## src/rtl/button_event_decoder_if.sv

```systemverilog
// Push-button pin and decoded event outputs of button_event_decoder.
interface button_event_decoder_if;
    logic       push_button;
    logic       btn_level;
    logic       short_pulse;
    logic       long_pulse;
    logic       double_pulse;
    logic [7:0] event_count;
    logic       busy;

    modport master (
        output push_button,
        input  btn_level, short_pulse, long_pulse, double_pulse, event_count, busy
    );

    modport slave (
        input  push_button,
        output btn_level, short_pulse, long_pulse, double_pulse, event_count, busy
    );
endinterface

```

## src/rtl/button_event_decoder.sv

```systemverilog
// Synchronises and debounces a push-button, then classifies presses into
// short / long / double one-cycle pulses with a wrapping event counter.
module button_event_decoder #(
    parameter int unsigned DEBOUNCE_CYC = 1_000_000,
    parameter int unsigned LONG_CYC     = 80_000_000,
    parameter int unsigned GAP_CYC      = 30_000_000,
    parameter bit          IS_PULLUP    = 1'b0
) (
    input  logic                 clk0,
    input  logic                 rst,
    button_event_decoder_if.slave btn
);

    localparam int unsigned TMAX = (LONG_CYC > GAP_CYC) ? LONG_CYC : GAP_CYC;
    localparam int unsigned TW   = (TMAX > 1) ? $clog2(TMAX) : 1;
    localparam int unsigned DW   = (DEBOUNCE_CYC > 1) ? $clog2(DEBOUNCE_CYC) : 1;

    localparam logic [TW-1:0] LONG_LAST = TW'(LONG_CYC - 1);
    localparam logic [TW-1:0] GAP_LAST  = TW'(GAP_CYC - 1);
    localparam logic [DW-1:0] DEB_LAST  = DW'(DEBOUNCE_CYC - 1);

    typedef enum logic [2:0] {
        IDLE,
        PRESS1,
        HOLD,
        WAIT_GAP,
        PRESS2
    } state_t;

    state_t        state, state_nxt;
    logic          sync1, sync2, s;
    logic          level, level_d, rise, fall;
    logic [DW-1:0] dcnt;
    logic [TW-1:0] timer;
    logic          short_nxt, long_nxt, double_nxt;
    logic          short_q, long_q, double_q;
    logic [7:0]    count_q;

    assign s    = sync2 ^ IS_PULLUP;
    assign rise = level & ~level_d;
    assign fall = ~level & level_d;

    always_ff @(posedge clk0) begin
        if (!rst) begin
            sync1 <= 1'b0;
            sync2 <= 1'b0;
        end else begin
            sync1 <= btn.push_button;
            sync2 <= sync1;
        end
    end

    always_ff @(posedge clk0) begin
        if (!rst) begin
            dcnt    <= '0;
            level   <= 1'b0;
            level_d <= 1'b0;
        end else begin
            level_d <= level;
            if (s == level) begin
                dcnt <= '0;
            end else if (dcnt == DEB_LAST) begin
                level <= ~level;
                dcnt  <= '0;
            end else begin
                dcnt <= dcnt + DW'(1);
            end
        end
    end

    // A rise in WAIT_GAP is tested before the timeout so it wins a same-cycle tie.
    always_comb begin
        state_nxt  = state;
        short_nxt  = 1'b0;
        long_nxt   = 1'b0;
        double_nxt = 1'b0;
        case (state)
            IDLE: begin
                if (rise) state_nxt = PRESS1;
            end
            PRESS1: begin
                if (fall) begin
                    state_nxt = WAIT_GAP;
                end else if (timer == LONG_LAST) begin
                    long_nxt  = 1'b1;
                    state_nxt = HOLD;
                end
            end
            HOLD: begin
                if (fall) state_nxt = IDLE;
            end
            WAIT_GAP: begin
                if (rise) begin
                    state_nxt = PRESS2;
                end else if (timer == GAP_LAST) begin
                    short_nxt = 1'b1;
                    state_nxt = IDLE;
                end
            end
            PRESS2: begin
                if (fall) begin
                    double_nxt = 1'b1;
                    state_nxt  = IDLE;
                end
            end
            default: state_nxt = IDLE;
        endcase
    end

    always_ff @(posedge clk0) begin
        if (!rst) begin
            state    <= IDLE;
            timer    <= '0;
            short_q  <= 1'b0;
            long_q   <= 1'b0;
            double_q <= 1'b0;
            count_q  <= '0;
        end else begin
            state    <= state_nxt;
            short_q  <= short_nxt;
            long_q   <= long_nxt;
            double_q <= double_nxt;
            if (short_nxt || long_nxt || double_nxt) count_q <= count_q + 8'd1;
            if (state_nxt != state) timer <= '0;
            else if (timer != '1)   timer <= timer + TW'(1);
        end
    end

    assign btn.btn_level    = level;
    assign btn.short_pulse  = short_q;
    assign btn.long_pulse   = long_q;
    assign btn.double_pulse = double_q;
    assign btn.event_count  = count_q;
    assign btn.busy         = (state != IDLE);

endmodule

```

## src/flat_wrapper.sv

```systemverilog
// flat-port wrapper written by rule: the top's interface ports become plain ports
module button_event_decoder_flat 
#(
    parameter int unsigned DEBOUNCE_CYC = 1_000_000,
    parameter int unsigned LONG_CYC     = 80_000_000,
    parameter int unsigned GAP_CYC      = 30_000_000,
    parameter bit          IS_PULLUP    = 1'b0
)
  (clk0, rst, btn_push_button, btn_btn_level, btn_short_pulse, btn_long_pulse, btn_double_pulse, btn_event_count, btn_busy);
  button_event_decoder_if btn_i ();
  input  logic clk0;
  input  logic rst;
  input wire logic [$bits(btn_i.push_button)-1:0] btn_push_button;
  output wire logic [$bits(btn_i.btn_level)-1:0] btn_btn_level;
  output wire logic [$bits(btn_i.short_pulse)-1:0] btn_short_pulse;
  output wire logic [$bits(btn_i.long_pulse)-1:0] btn_long_pulse;
  output wire logic [$bits(btn_i.double_pulse)-1:0] btn_double_pulse;
  output wire logic [$bits(btn_i.event_count)-1:0] btn_event_count;
  output wire logic [$bits(btn_i.busy)-1:0] btn_busy;
  assign btn_i.push_button = btn_push_button;
  assign btn_btn_level = btn_i.btn_level;
  assign btn_short_pulse = btn_i.short_pulse;
  assign btn_long_pulse = btn_i.long_pulse;
  assign btn_double_pulse = btn_i.double_pulse;
  assign btn_event_count = btn_i.event_count;
  assign btn_busy = btn_i.busy;
  button_event_decoder #(.DEBOUNCE_CYC(DEBOUNCE_CYC), .LONG_CYC(LONG_CYC), .GAP_CYC(GAP_CYC), .IS_PULLUP(IS_PULLUP)) u_core (.clk0(clk0), .rst(rst), .btn(btn_i));
endmodule
```

## config.mk

```make
export PLATFORM = sky130hd
export DESIGN_NAME = button_event_decoder_flat
export DESIGN_NICKNAME = d
export VERILOG_FILES = /design/src/rtl/button_event_decoder_if.sv /design/src/rtl/button_event_decoder.sv /design/src/flat_wrapper.sv
export SDC_FILE = /design/constraint.sdc
export NUM_CORES = 1
export LEC_CHECK = 0
export CELL_PAD_IN_SITES_DETAIL_PLACEMENT = 1
export CELL_PAD_IN_SITES_GLOBAL_PLACEMENT = 1
export CORE_ASPECT_RATIO = 0.9
export CORE_MARGIN = 2
export CORE_UTILIZATION = 35
export DETAILED_ROUTE_END_ITERATION = 8
export HOLD_SLACK_MARGIN = 0.06
export MAX_ROUTING_LAYER = met4
export PLACE_DENSITY = 0.62
export SYNTH_ARGS = -nofsm -noshare
export SYNTH_HDL_FRONTEND = slang
export SYNTH_SLANG_ARGS = --single-unit
```

## constraint.sdc

```tcl
create_clock -name clk0 -period 6.45 [get_ports clk0]
set_input_delay 1.935 -clock clk0 [delete_from_list [all_inputs] [get_ports clk0]]
set_output_delay 1.935 -clock clk0 [all_outputs]
set_load 0.02 [all_outputs]
```

* After elaboration in Yosys (flattened, before gate mapping)
Index checks and enable logic that the tools add are counted.
** Storage, ports and cells
- Register bits after elaboration :: 65
- Input bits :: 3
- Output and inout bits :: 13
- Word-level logic and storage cells :: 53
** Operators by class
- $add $sub $neg :: 3
- Eq/ne operators :: 10
- Mux-type cells :: 15
- Bitwise operators :: 6
- Reduce and logical (&&, ||, !) cells :: 8
** Operators with widths (number)
- $add 27x1->27 const B :: 1
- $eq 27x25->1 const B :: 1
- $eq 27x27->1 const B :: 1
- $ne 27x27->1 const B :: 1
- $add 20x1->20 const B :: 1
- $eq 20x20->1 const B :: 1
- $mux 3 :: 6
- $pmux 3 s4 :: 1
- $add 8x1->8 const B :: 1
- $mux 1 :: 8
- $eq 3x2->1 const B :: 2
- $not 1->1 :: 4
- $reduce_or 2->1 :: 2
- $eq 3x1->1 const B :: 1
- $eq 3x3->1 const B :: 1
- $logic_not 3->1 :: 1
- $ne 3x3->1 :: 1
- $reduce_bool 3->1 :: 1
- $reduce_or 3->1 :: 1
- $and 1x1->1 :: 2
- $logic_or 1x1->1 :: 2
- $reduce_and 2->1 :: 1
- $eq 1x1->1 :: 1

* Depth between registers and ports, before layout
- Word-level depth :: 6
- Mapped depth :: 9
- Mapped depth without buffers :: 7

* Least setup slack after synthesis
OpenSTA, ideal clock, no wires.
- Kind :: register to output
- Start :: register u_core.state[1]
- End :: output btn_busy
- Arrival time :: 947 ps
- Required time :: 4515 ps
- Setup slack :: 3568 ps
- Stages on the path, launching flop included :: 3
- Buffers on the path :: 1
- Cells stage by stage :: dfxtp_1 clkbuf_1 or3_1
** Between the ends
- Word-level cells in the longest chain between the ends :: 1
** Ends and longest elaborated chain
- from (decl) :: RTL line button_event_decoder.sv:30 : state_t state, state_nxt;
- from (signal assigned) :: RTL line button_event_decoder.sv:119 : state <= state_nxt;
- $reduce_bool 3->1 :: RTL line button_event_decoder.sv:134 : assign btn.busy = (state != IDLE);
- to (decl) :: RTL line flat_wrapper.sv:19 : output wire logic [$bits(btn_i.busy)-1:0] btn_busy;
No other way between the ends.

* Worst setup path in the final report
Ends and elaborated chain as after synthesis.

==> metrics.yaml <==
viasPerCell: 5.12
top_usage_layer: "met2"
grt_pass1_wl_um: 11900
max_cap_violations: 0
ioPinCount: 16
post-cts-setup-buffers: 0
swShare_pct: 20.6
cp.required_ps: 4510
syn_to_final_growth_pct: 15.0
ir_worst_vdd_mv: 0.0949
grt_use_total_pct: 16.2
route.detailed.drc: 0
power.density_nw_per_um2: 229
fin_ws_ps: 2780
use_met2_pct: 25.5
hold_violations: 0
routed_wl_um: 6890
p_switching_uw: 168
cts_sinks: 65
final_period_minus_worst_setup_slack_ps: 3670
core_area_um2: 8570
final.period_utilization_pct: 56.9
firstDrtPassIters: 4
syn_inst: 359
clock_path_buffers: 2
syn_area_per_cell_um2: 8.60
grt_overflow: 0
p_int_uw: 645
dp_hpwl_um: 4870
final_core_util_pct: 41.4
r2r_end: "u_core.timer[4]"
clkLatencyLatePin_ps: 340
end_kind: "output pin"
crit_path_start: "u_core.state[1]"
die_area_um2: 9590
seqPwrFrac_pct: 50.0
drv_slew: 0
setup_viol: 0
synth_ff_type: "dfxtp_1"
pwr-share-clk_pct: 48.6
multi_input_area_um2: 1690
relSlewSlack_pct: 41.1
nNetsFinal: 379
portBuffers: 15
setup.worst_path.end: "btn_busy"
rows: 32
cts_resized: 0
syn_nets: 365
yosys.cell_types.count: 50
critical_path_class: "reg2out"
fin_skew_ps: 5.54
ff2ff_setup_slack_ps: 3570
numCtsBuffers: 9
regArea_um2: 1300
arrival_ps: 1740
post_synth_instance_area_um2: 3090
vias: 2544
routedWlPerCell_um: 13.9
fillCellCount: 1052
yosys_warnings: 0
tritoncts: "built"
synth_edf_count: 0
p_leak_uw: 0.00125
gr-usage-met1_pct: 20.2
drtIter0Drc: 32
grt_start_max_net_pins: 28
detail-route-antenna-nets: 0
antenna_cells: 0
setup-tns-final_ps: 0
ys_ff_latch: 65
cts-hold-fix-buffers: 0
synth_async_sr_flop_share_pct: 0
clk_pin_slew_ps: 70
tightest_slew_ps: 884
antenna_found_initial: 0
worstReg2RegStart: "u_core.timer[0]"
routabilityCongestion: 0.790
die_width_um: 103
grt_pass1_vias: 2471
grt_setup_unrepaired: "false"
die_h_um: 93.1
start_util_pct: 36.0
ys_seq_area_share_pct: 42.2
pre_cts_slack_ps: 2670
timing.fmax_ghz: 0.272
startpoint_type: "register"
hp-class: "reg2reg"
drive_gt1_share_pct: 8.47
path_max_fanout: 11
root_buffer: "clkbuf_8"
status: "completed"
reg2reg_depth: 7
combinationalPowerShare_pct: 1.5
grt_use_met3_pct: 4.41
cts_max_level: 3
[layout by cell type (no fill, tap or decap), types with 9 or more instances in the layout]
master / instances
clkbuf_8: 11
nand3_1: 25
nand2_1: 29
clkdlybuf4s50_1: 15
o21ai_0: 10
dfxtp_1: 65
a21oi_1: 13
xnor2_1: 9
xor2_1: 32
and3_1: 14
nor2_1: 59
nand4_1: 13
[metal layers]
metal  wire length, µm  share of wire (%)
met1              3330                 48
met2              3280                 48
met3               183                2.7
met4                91                1.3
met5                 0                  0
[worst min-delay path by stage]
stage | from | end | slack, ps | cells past startpoint
5_1_grt | u_core.sync1 | u_core.s | 480 | 1
3_3_place_gp | u_core.sync1 | u_core.s | 420 | 1
6_report | u_core.sync1 | u_core.s | 450 | 1
2_1_floorplan | u_core.sync1 | u_core.s | 410 | 1
3_5_place_dp | u_core.sync1 | u_core.s | 440 | 1
4_1_cts | u_core.sync1 | u_core.s | 460 | 1
[through the flow]
step	std cells	area, µm²	total power, µW	hold WS [ps]
after floorplan	359	3090	425	412
after global placement	481	3320	427	418
after detailed placement	481	3320	428	441
after CTS	497	3550	828	457
after global routing	497	3550	847	479
final	497	3550	813	447
[logic make-up (layout without fill, tap and decap cells)]
| group | Yosys count | count (layout) | synth area share, % |
|---|---|---|---|
| AND/OR/NAND/NOR | 191 | 191 | 33.1 |
| flip-flops | 65 | 65 | 42.2 |
| XOR/XNOR | 41 | 41 | 11.6 |
| AO/OA/AOI/OAI | 35 | 35 | 7.34 |
| buffers and inverters | 20 | 39 | 3.24 |
| multiplexers | 4 | 4 | 1.30 |
| adder cells (fa/ha/maj) | 3 | 3 | 1.22 |
[cell usage after synthesis, types with 2 or more instances]
cell | count | area share (%)
nand4_1 | 13 | 2.6
buf_4 | 2 | 0.49
nand3b_1 | 3 | 0.73
buf_2 | 2 | 0.32
xnor2_1 | 9 | 2.6
or4_1 | 2 | 0.49
nor2_1 | 59 | 7.2
dfxtp_1 | 65 | 42
buf_6 | 2 | 0.73
nor3_1 | 6 | 0.97
o21ai_0 | 10 | 1.6
nor2b_1 | 3 | 0.61
nor4_1 | 3 | 0.61
ha_1 | 3 | 1.2
and3_2 | 2 | 0.49
a21boi_0 | 2 | 0.49
mux2i_1 | 4 | 1.3
a21oi_1 | 13 | 2.1
nand2_1 | 29 | 3.5
o2111ai_1 | 2 | 0.57
and4_1 | 6 | 1.7
nor4b_2 | 3 | 1.5
nor4bb_1 | 2 | 0.65
and2_1 | 4 | 0.81
inv_1 | 6 | 0.73
clkbuf_1 | 7 | 0.85
or3_1 | 6 | 1.2
nand3_1 | 25 | 4.1
and3_1 | 14 | 2.8
xor2_1 | 32 | 9.1
[registers in the layout (all words and copies together), names as in the netlist, 3 cells and up]
register and cells:
u_core.state 3, u_core.dcnt 20, u_core.timer 27, u_core.btn.event_count 8
[area by class of cell]
type                    count  share of cell area [%]
inverters                   7                   0.740
clock inverters             5                    2.19
multi-input cells         274                    47.5
well taps                 119                    4.20
flip-flops and latches     65                    36.7
clock buffers              11                    4.27
repair buffers             16                    4.44
[power groups by stage]
stage                     combinational (µW)  sequential [µW]  clock, µW
after global placement                  12.1              415          0
after global routing                    13.9              406        427
final                                   11.9              406        395
after detailed placement                12.5              415          0
after CTS                               12.5              406        410
after floorplan                         10.2              415          0
[critical path, cell delays in order, from the launching register on]
cell	delay (ps)
dfxtp_1	430
or3_1	420
clkdlybuf4s50_1	550
(Power assumes the default switching activity.)
